## config.mk

```make
export PLATFORM = sky130hd
export DESIGN_NAME = datapath_trace_buffer
export DESIGN_NICKNAME = d
export VERILOG_FILES = /design/src/rtl/datapath_pkg.sv /design/src/rtl/trace_fifo.sv /design/src/rtl/datapath_trace_buffer.sv
export SDC_FILE = /design/constraint.sdc
export NUM_CORES = 1
export LEC_CHECK = 0
export CORE_MARGIN = 2
export CORE_UTILIZATION = 55
export DETAILED_ROUTE_END_ITERATION = 8
export GPL_TIMING_DRIVEN = 0
export PLACE_DENSITY = 0.72
export SETUP_SLACK_MARGIN = 0.4
export SYNTH_ARGS = -nofsm -noshare
export SYNTH_HDL_FRONTEND = slang
export SYNTH_SLANG_ARGS = --single-unit
```

## constraint.sdc

```tcl
create_clock -name clk -period 17.7 [get_ports clk]
set_input_delay 4.425 -clock clk [delete_from_list [all_inputs] [get_ports clk]]
set_output_delay 4.425 -clock clk [all_outputs]
set_load 0.02 [all_outputs]
```

## src/rtl/datapath_pkg.sv

```systemverilog
// Shared definitions for the datapath trace buffer: width defaults, trace state encoding,
// and the width of one {pc,result} trace entry.
package datapath_pkg;

  localparam int PC_W_DEF   = 8;
  localparam int DATA_W_DEF = 32;

  typedef enum logic [1:0] {
    ST_IDLE    = 2'd0,
    ST_ARMED   = 2'd1,
    ST_CAPTURE = 2'd2,
    ST_HALTED  = 2'd3
  } trace_state_e;

  function automatic int entry_w(input int pc_w, input int data_w);
    return pc_w + data_w;
  endfunction

endpackage

```

## src/rtl/trace_fifo.sv

```systemverilog
// Synchronous first-word-fall-through FIFO; the head entry is held in a register so that
// rd_data keeps its last value after the FIFO drains.
module trace_fifo
  import datapath_pkg::*;
#(
  parameter int W     = 40,
  parameter int DEPTH = 16,
  parameter int CNT_W = $clog2(DEPTH) + 1
) (
  input  logic             clk,
  input  logic             reset,
  input  logic             flush,
  input  logic             push,
  input  logic [W-1:0]     push_data,
  input  logic             pop,
  output logic [W-1:0]     rd_data,
  output logic             empty,
  output logic             full,
  output logic [CNT_W-1:0] level
);

  localparam int AW = $clog2(DEPTH);

  logic [W-1:0]     r_mem [DEPTH];
  logic [CNT_W-1:0] r_wr_cnt;
  logic [CNT_W-1:0] r_rd_cnt;
  logic [W-1:0]     r_head;

  logic [CNT_W-1:0] w_level;
  logic             w_empty;
  logic             w_full;
  logic             w_push_ok;
  logic             w_pop_ok;
  logic [AW-1:0]    w_rd_next_idx;

  assign w_level       = r_wr_cnt - r_rd_cnt;
  assign w_empty       = (w_level == '0);
  assign w_full        = (w_level == CNT_W'(DEPTH));
  // A full FIFO never accepts, even when a pop frees a slot in the same cycle.
  assign w_push_ok     = push && !w_full && !flush;
  assign w_pop_ok      = pop && !w_empty && !flush;
  assign w_rd_next_idx = r_rd_cnt[AW-1:0] + AW'(1);

  always_ff @(posedge clk) begin
    if (w_push_ok && !reset) begin
      r_mem[r_wr_cnt[AW-1:0]] <= push_data;
    end
  end

  always_ff @(posedge clk) begin
    if (reset || flush) begin
      r_wr_cnt <= '0;
      r_rd_cnt <= '0;
      r_head   <= '0;
    end else begin
      if (w_push_ok) r_wr_cnt <= r_wr_cnt + CNT_W'(1);
      if (w_pop_ok)  r_rd_cnt <= r_rd_cnt + CNT_W'(1);
      // Look ahead to the next head: the stored successor, or the entry arriving now.
      if (w_pop_ok) begin
        if (w_level > CNT_W'(1)) begin
          r_head <= r_mem[w_rd_next_idx];
        end else if (w_push_ok) begin
          r_head <= push_data;
        end
      end else if (w_empty && w_push_ok) begin
        r_head <= push_data;
      end
    end
  end

  assign rd_data = r_head;
  assign empty   = w_empty;
  assign full    = w_full;
  assign level   = w_level;

endmodule

```

## src/rtl/datapath_trace_buffer.sv

```systemverilog
// Trigger-armed trace capture of the datapath {pc,result} stream into a FIFO drained by the host.
// Optional build macro TRACE_PC_CHANGE_FILTER_EN collapses repeated pc values while capturing.
module datapath_trace_buffer
  import datapath_pkg::*;
#(
  parameter int PC_W   = PC_W_DEF,
  parameter int DATA_W = DATA_W_DEF,
  parameter int DEPTH  = 16,
  parameter int CNT_W  = $clog2(DEPTH) + 1
) (
  input  logic                     clk,
  input  logic                     reset,
  input  logic [PC_W-1:0]          pc,
  input  logic [DATA_W-1:0]        result,
  input  logic                     arm,
  input  logic [PC_W-1:0]          trig_pc,
  input  logic                     clear,
  output logic                     rd_valid,
  input  logic                     rd_ready,
  output logic [PC_W+DATA_W-1:0]   rd_data,
  output logic [CNT_W-1:0]         level,
  output logic [1:0]               state_o
);

  localparam int ENTRY_W = entry_w(PC_W, DATA_W);

  trace_state_e       r_state;
`ifdef TRACE_PC_CHANGE_FILTER_EN
  logic [PC_W-1:0]    r_last_pc;
`endif

  logic               w_match;
  logic               w_push_req;
  logic               w_push_ok;
  logic               w_pop;
  logic               w_empty;
  logic               w_full;
  logic [CNT_W-1:0]   w_level;
  logic [ENTRY_W-1:0] w_entry;
  logic [ENTRY_W-1:0] w_rd_data;

  assign w_match = (pc == trig_pc);
  assign w_entry = {pc, result};
  assign w_pop   = rd_ready && !w_empty;

  always_comb begin
    w_push_req = 1'b0;
    if (!clear) begin
      case (r_state)
        ST_ARMED:   w_push_req = w_match;
`ifdef TRACE_PC_CHANGE_FILTER_EN
        ST_CAPTURE: w_push_req = (pc != r_last_pc);
`else
        ST_CAPTURE: w_push_req = 1'b1;
`endif
        default:    w_push_req = 1'b0;
      endcase
    end
  end

  assign w_push_ok = w_push_req && !w_full;

  always_ff @(posedge clk) begin
    if (reset) begin
      r_state <= ST_IDLE;
    end else if (clear) begin
      r_state <= ST_IDLE;
    end else begin
      case (r_state)
        ST_IDLE:    if (arm) r_state <= ST_ARMED;
        ST_ARMED:   if (w_match) r_state <= ST_CAPTURE;
        // Halt only on the push that actually fills the FIFO; push+pop keeps the level.
        ST_CAPTURE: if (w_push_ok && !w_pop && w_level == CNT_W'(DEPTH - 1)) r_state <= ST_HALTED;
        ST_HALTED:  r_state <= ST_HALTED;
        default:    r_state <= ST_IDLE;
      endcase
    end
  end

`ifdef TRACE_PC_CHANGE_FILTER_EN
  always_ff @(posedge clk) begin
    if (reset) begin
      r_last_pc <= '0;
    end else if (w_push_ok) begin
      r_last_pc <= pc;
    end
  end
`endif

  trace_fifo #(
    .W     (ENTRY_W),
    .DEPTH (DEPTH),
    .CNT_W (CNT_W)
  ) u_fifo (
    .clk       (clk),
    .reset     (reset),
    .flush     (clear),
    .push      (w_push_ok),
    .push_data (w_entry),
    .pop       (w_pop),
    .rd_data   (w_rd_data),
    .empty     (w_empty),
    .full      (w_full),
    .level     (w_level)
  );

  assign rd_valid = !w_empty;
  assign rd_data  = w_rd_data;
  assign level    = w_level;
  assign state_o  = r_state;

endmodule

```

---- After elaboration in Yosys (flattened, before gate mapping) ----
Memories as Yosys holds them, arrays and structs flattened.
Index checks and enable logic that the tools add are counted.
word-level totals
  flip-flop bits (word level) ............. 52
  bits in latches ......................... 0
  bits in writable memories ............... 640
  memory bits (read-only) ................. 0
  input port bits ......................... 53
  output and inout port bits .............. 48
  logic and storage cells ................. 54
  memories ................................ 1
memories
  name          words  bits a word  rd ports  clocked after memory_dff  write ports  RTL line          RTL
  u_fifo.r_mem  16     40           1         0                         1            trace_fifo.sv:24  logic [W-1:0] r_mem [DEPTH];
cells by class
  $add $sub $neg .......................... 4
  multipliers ............................. 0
  divide/modulo/power cells ............... 0
  $lt $le $gt $ge ......................... 1
  equal/unequal tests ..................... 10
  shifts and indexed selects .............. 0
  multiplexer cells ....................... 12
  bitwise logic cells ..................... 0
  reductions and logical operators ........ 22
operator list
  kind                   count
  $mux W40               4
  $add A5 B1 Y5 const B  2
  $logic_and A1 B1 Y1    10
  $eq A8 B8 Y1           1
  $pmux W2 S4            1
  $mux W2                3
  $ne A2 B2 Y1 const B   3
  $eq A5 B4 Y1 const B   1
  $eq A5 B5 Y1 const B   1
  $gt A5 B1 Y1 const B   1
  $logic_not A1 Y1       5
  $logic_not A5 Y1       1
  $sub A5 B5 Y5          1
  $add A4 B1 Y4 const B  1
  $eq A2 B2 Y1 const B   2
  $mux W1                3
  $ne A3 B2 Y1 const B   1
  $reduce_and A3 Y1      1
  $eq A2 B1 Y1 const B   1
  $logic_not A2 Y1       1
  $pmux W1 S2            1
  $reduce_and A2 Y1      1
  $reduce_bool A2 Y1     1
  $reduce_or A2 Y1       1
  $logic_or A1 B1 Y1     1

---- Longest topological paths before layout ----
Gate-level depths: netlist (run 1).
  depth in word-level cells ............... 9
  depth in mapped cells ................... 13
  gate-level depth less buffers ........... 10

---- Cells and area by module ----
A second synthesis (run 1) with hierarchy kept.
second synthesis, totals
  cell total of the unflattened synthesis .. 1625
  area, all modules ....................... 27203.6 µm²
modules (own cells, without submodules)
  module                 instances  cells each  area each (µm²)
  trace_fifo             1          1587        26898.3
  datapath_trace_buffer  1          38          305.3

---- Worst setup path before layout (run 1) ----
Ideal clock, no wire load.
  kind .................................... input-to-reg
  start ................................... input port pc[1]
  end ..................................... memory u_fifo.r_mem[7][0], enable pin
  library setup time ...................... 0.552 ns
  arrival time ............................ 9.874 ns
  required time ........................... 17.148 ns
  setup slack ............................. 7.274 ns
  cell stages on the path ................. 7
  path buffers ............................ 2
  cells stage by stage .................... xor2_1 nor4_1 a41o_1 o31ai_1 clkbuf_1 buf_1 nor4b_1
on the way
  longest elaborated chain between the ends .. 9
RTL lines
  element                            RTL line                     RTL
  start, declared                    datapath_trace_buffer.sv:13  input logic [PC_W-1:0] pc,
  $eq A8 B8 Y1                       datapath_trace_buffer.sv:42  assign w_match = (pc == trig_pc);
  $pmux W1 S2                        datapath_trace_buffer.sv:49  case (r_state)
  $mux W1                            datapath_trace_buffer.sv:48  if (!clear) begin
  $logic_and A1 B1 Y1                datapath_trace_buffer.sv:61  assign w_push_ok = w_push_req && !w_full;
  $logic_and A1 B1 Y1 (2 in series)  trace_fifo.sv:40             assign w_push_ok = push && !w_full && !flush;
  $logic_and A1 B1 Y1                trace_fifo.sv:45             if (w_push_ok && !reset) begin
  $mux W1                            trace_fifo.sv:45
  $mux W1 (implied by the code)      trace_fifo.sv:46             r_mem[r_wr_cnt[AW-1:0]] <= push_data;
  end, declared                      trace_fifo.sv:24
Every way passes these cells.

---- Final worst setup path (run 1) ----
  start ................................... input port pc[5]
  end ..................................... memory u_fifo.r_mem[5][23], enable pin
Same word-level chain as after synthesis.

==> results.toml, run 1 <==
[status]
status = "completed"

[cells_and_area]
stdcell_area_um2 = 32300
area_growth_pct = 18.0
stdcell_count = 2266
layout_common_cells = "640 x edfxtp_1, 176 x mux4_2, 100 x clkdlybuf4s50_1"
final_common_cell = "edfxtp_1"
drive_above_1_share_pct = 29.5
fillCellCount = 3219
nNetsFinal = 1615

[grt]
antenna_found_initial = 3
groute.usage.overall_pct = 25.8
gr-total-overflow = 0
grt_pass1_vias = 14347
grt_max_degree = 25
grt_pass1_wl_um = 94000

[hold_path]
hp-class = "register to register"

[clocking]
cts_hold_buf = 0
clockBufferDepth = 3
clkSinkCount = 692
clk_pin_slew_ns = 0.06
tritoncts = "built"
cts_root_buf = "clkbuf_16"
post_cts_resized = 0
post-cts-setup-buffers = 0
htreeDepth = 3
insertion_delay_ns = 0.59
cts_buffers = 69

[synthesis]
synth_nets = 1359
syn_inst = 1291
yosysSeqAreaShare_pct = 74.0
synth_area_leader_cell = "edfxtp_1"
synth_edf_count = 640
synth_area_leaders = "edfxtp_1 70%, mux4_2 14%, dfxtp_1 3.8%"
ys_ff_latch = 692
synth_ff_type = "edfxtp_1"
synthArstFlopShare_pct = 0
syn-cell-area_um2 = 27400
yosysWarnings = 0
syn_area_per_cell_um2 = 21.2
yosysUniqueCellTypes = 53
synth_top_area_share_pct = 70.2

[place]
io_buffers = 100
hpwlAfterDp_um = 42900
finalWeightedCongestion = 0.800
place_area_um2 = 30100
dp_cells = 2140
post-place-ws_ns = 8.68

[run]
maxCapViolCount = 0

[worst_setup_path]
crit_type = "input pin to register"
endpoint_kind = "register"
crit_chain = "clkdlybuf4s50_1 > xor2_1 > nor2_1 > a41o_1 > o31ai_1 > clkbuf_1 > buf_1 > nor4b_2 > buf_6 > buf_4 > buf_4"
critPathLaunchType = "input pin"
cp.required_ns = 18.00
crit_fanout = 18
cp_common_cell = "buf_4"
slowest_delay_ns = 1.01
worstPathArrival_ns = 8.77
crit_slowest_cell = "nor4b_2"

[sta]
tightest_slew_ns = 1.17
max_freq_ghz = 0.118
hold_viol_final = 0
setup_slack_ns = 9.23
clock_skew_ns = 0.0206
period_minus_slack_ns = 8.47
setup_viol = 0
slew_violations = 0
maxSlewHeadroom_pct = 22.2
final.period_utilization_pct = 47.9
rsz0062_at_grt = "no"

[drt]
postRouteAntennaNets = 0
drt-initial-drc-count = 1820
wl_um = 64800
first_pass_iters = 7
vias = 14164
drt-wirelength-per-cell_um = 28.6
routed_via_density = 6.25
post-route-drc-count = 0

[power_and_ir_drop]
leakagePower_nw = 10.1
max-vdd-ir-drop_mv = 0.0961
power.total_mw = 3.27
pwr_density_cell_nw_per_um2 = 101

[floorplan]
io_pins = 101
coreArea_um2 = 49100
die_x_um = 227
die_h_um = 227
num_rows = 81
die-area_um2 = 51600
initial_core_util_pct = 55.8
cell type report:
type / instances / area [um2] / share of cell area [%]
sequential: 692 / 20300 / 62.7
multi-input combinational: 501 / 6750 / 20.9
clock buffer: 95 / 1930 / 5.97
timing repair buffer: 185 / 1820 / 5.63
tap: 664 / 831 / 2.57
buffer: 81 / 407 / 1.26
clock inverter: 28 / 235 / 0.728
inverter: 17 / 63.8 / 0.198
antenna: 3 / 7.51 / 0.0232
metal layers:
metal  routed length, um  share of wire, %  track usage (%)  up-vias
met4                1620               2.5             8.14        2
li1                    -                 -                -     5946
met5                  13             0.020                0        -
met2               32200                50             41.9      685
met3                5510               8.5             5.33      112
met1               25400                39             35.7     7419
cells by family (layout without fill, tap and decap cells):
group                      count (synthesis)  in the layout  synth area share, %
other                                      0              3                    0
muxes                                    251            251                 17.4
adders and majority gates                 15             15                0.713
buffers and inverters                     98            406                 1.71
DFF                                      692            692                 74.0
xor gates and xnor gates                  19             19                0.663
and+or+nand+nor                           87             87                 1.69
AOI/OAI and AO/OA                        129            129                 3.85
sequential cells by signal (all words and copies together), names as in the netlist:
register	cells
u_fifo.r_mem	640
state_o	2
u_fifo.r_rd_cnt	5
u_fifo.rd_data	40
u_fifo.r_wr_cnt	5
per-stage QoR:
step	hold slack, ns	utilization (%)	setup TNS (ns)
floorplan	0.470	-	0
global placement	0.484	59.5	-14.05
detailed placement	0.504	61.4	0
CTS	0.511	65.8	0
global route	0.555	65.8	0
finish	0.521	65.8	0
cells in the mapped netlist, drive strengths merged, types with 5 or more instances:
cell / number
edfxtp: 640
buf: 37
clkbuf: 44
mux2i: 43
a22oi: 16
or3: 5
a31oi: 8
nand2: 20
nor3: 6
xnor2: 6
nor4: 5
o41ai: 41
nand3: 5
ha: 14
dfxtp: 52
mux4: 176
and3: 11
nand2b: 5
xor2: 13
mux2: 32
inv: 17
nor2: 16
a21oi: 44
power breakdown:
part	total (mW)	switching (mW)	internal (mW)
logic	0.0797	0.0504	0.0293
registers	1.79	0.00127	1.79
clock network	1.40	0.585	0.819
worst paths after layout:
kind                              startpoint                              end  slack (ns)  cells after the start
min reg2reg  u_fifo.r_rd_cnt[4]$_SDFFE_PP0N_  u_fifo.r_rd_cnt[4]$_SDFFE_PP0N_        0.52                      2
max reg2reg  u_fifo.r_wr_cnt[0]$_SDFFE_PP0N_    u_fifo.r_mem[5][23]$_DFFE_PP_       13.17                     13
max                                    pc[5]    u_fifo.r_mem[5][23]$_DFFE_PP_        9.23                     11
min          u_fifo.r_rd_cnt[4]$_SDFFE_PP0N_  u_fifo.r_rd_cnt[4]$_SDFFE_PP0N_        0.52                      2
critical path, delay by kind of cell:
kind / cells / cell delay, ns
AO/OA/AOI/OAI: 2 / 0.46
XOR/XNOR: 1 / 0.30
buffers and inverters: 6 / 2.02
AND/OR/NAND/NOR: 2 / 1.53
Note: power is estimated with default switching activity, not from simulation.
==> run 2, diff against run 1 <==
- PLACE_DENSITY: 0.72 -> 0.75
- clock period: 17.7 -> 7.15 ns (I/O delays scaled with it)
==> run 2 against run 1 <==
Die area stayed put. Non-clock buffer count shrank 7. Sequential power grew 150%. Combinational power increased to 2.5 times the previous value. Power grew to 2.5 times the previous value. Clock skew is 0.0099 ns higher. Register-to-register slack worse by 11 ns. First-iteration DRC count is 8.7% lower. Clock-buffer cell count is 1 higher. Final cell count fell by 0.18%. Clock power increased to 2.6 times the previous value. Highest routed layer unchanged.
==> results.toml, run 2 (same netlist as run 1, synthesis figures left out) <==
[worst_setup_path]
crit_type = "input pin to register"
r2r-start = "u_fifo.r_wr_cnt[0]$_SDFFE_PP0N_"
critPathLaunchType = "input pin"
endpoint = "u_fifo.r_mem[1][31]$_DFFE_PP_"
worstPathArrival_ns = 6.61
crit_path_start = "pc[1]"
cp.required_ns = 7.46
r2r-end = "u_fifo.r_mem[1][31]$_DFFE_PP_"
endpoint_kind = "register"
reg2reg_slack_ns = 2.51
r2r_cells = 13
crit_fanout = 18

[drt]
drt-initial-drc-count = 1662
routed_via_density = 6.40
vias = 14467
post-route-drc-count = 0
drt-wirelength-per-cell_um = 29.3
wl_um = 66300
postRouteAntennaNets = 0
first_pass_iters = 6

[sta]
final.period_utilization_pct = 88.2
maxSlewHeadroom_pct = 17.4
clock_skew_ns = 0.0306
max_freq_ghz = 0.159
holdWs_ns = 0.517
slew_violations = 0
setup_slack_ns = 0.847
setup_viol = 0
rsz0062_at_grt = "no"
hold_viol_final = 0
tightest_slew_ns = 1.24
period_minus_slack_ns = 6.30

[cells_and_area]
nNetsFinal = 1609
regArea_um2 = 20300
largest_register_ffs = 640
drive_above_1_share_pct = 29.8
final_common_cell = "edfxtp_1"
multi_input_area_um2 = 6770
fillCellCount = 3159
area_growth_pct = 18.7
stdcell_count = 2262
layout_common_cells = "640 x edfxtp_1, 176 x mux4_2, 100 x clkdlybuf4s50_1"

[power_and_ir_drop]
pwr_density_cell_nw_per_um2 = 256
leakagePower_nw = 10.2
max-vdd-ir-drop_mv = 0.159
power.total_mw = 8.32

[floorplan]
die-area_um2 = 51600
num_rows = 81
coreArea_um2 = 49100
io_pins = 101
die_x_um = 227
die_h_um = 227
initial_core_util_pct = 55.8

[place]
post-place-ws_ns = 0.337
finalWeightedCongestion = 0.817
dp_cells = 2133
hpwlAfterDp_um = 43400
io_buffers = 100

[hold_path]
hp-class = "register to register"

[clocking]
post_cts_resized = 0
cts_hold_buf = 0
tritoncts = "built"
insertion_delay_ns = 0.61
cts_root_buf = "clkbuf_16"
clockBufferDepth = 3
cts_buffers = 70
post-cts-setup-buffers = 0
clkSinkCount = 692
htreeDepth = 3
clk_pin_slew_ns = 0.06

[grt]
grt_max_degree = 24
grt_pass1_vias = 14709
gr-total-overflow = 0
groute.usage.overall_pct = 26.5
antenna_found_initial = 3
grt_pass1_wl_um = 96300

[status]
status = "completed"

[run]
maxCapViolCount = 0
## run 2: worst min-delay path by stage
stage	from	to	cells past startpoint	slack (ns)
2_1_floorplan	u_fifo.r_rd_cnt[4]$_SDFFE_PP0N_	u_fifo.r_rd_cnt[4]$_SDFFE_PP0N_	2	0.47
3_3_place_gp	u_fifo.r_rd_cnt[4]$_SDFFE_PP0N_	u_fifo.r_rd_cnt[4]$_SDFFE_PP0N_	2	0.49
4_1_cts	u_fifo.r_rd_cnt[4]$_SDFFE_PP0N_	u_fifo.r_rd_cnt[4]$_SDFFE_PP0N_	2	0.52
3_5_place_dp	u_fifo.r_rd_cnt[4]$_SDFFE_PP0N_	u_fifo.r_rd_cnt[4]$_SDFFE_PP0N_	2	0.51
6_report	u_fifo.r_rd_cnt[4]$_SDFFE_PP0N_	u_fifo.r_rd_cnt[4]$_SDFFE_PP0N_	2	0.52
5_1_grt	u_fifo.r_wr_cnt[4]$_SDFFE_PP0N_	u_fifo.r_wr_cnt[4]$_SDFFE_PP0N_	2	0.56
## run 2: final cells by class
type | count | share of cell area, %
Multi-Input combinational cell | 501 | 20.8
Tap cell | 664 | 2.56
Timing Repair Buffer | 178 | 5.69
Inverter | 17 | 0.196
Antenna cell | 2 | 0.0154
Clock inverter | 31 | 1.07
Clock buffer | 96 | 6.07
Buffer | 81 | 1.25
Sequential cell | 692 | 62.3
## run 2: stage by stage
stage               setup TNS (ns)  util (%)  area, um2
finish                           0      66.3      32500
global route                     0      66.3      32500
CTS                              0      66.3      32500
detailed placement               0      61.5      30200
global placement          -3007.03      59.6      29200
floorplan                   -81.73         -      27400
## run 2: power breakdown
part	internal, mW	switching, mW	total [mW]
clock	2.19	1.50	3.69
sequential	4.42	0.00365	4.43
combinational	0.0725	0.128	0.200
total	6.69	1.63	8.32
## run 2: critical path: stages
cell and delay (ns):
clkdlybuf4s50_1 0.78, xor2_1 0.32, nor4_2 0.81, a41o_1 0.33
o31ai_1 0.14, clkbuf_1 0.30, buf_1 0.42, nor4_2 0.96
buf_4 0.34, buf_4 0.21, buf_4 0.19
## run 2: metal layers
layer | vias up | share of wire (%) | track usage, %
met5 | - | 0.018 | 0
met4 | 2 | 3.0 | 10.4
met1 | 7563 | 39 | 36.7
met2 | 837 | 49 | 42.3
met3 | 128 | 8.9 | 5.29
li1 | 5937 | - | -
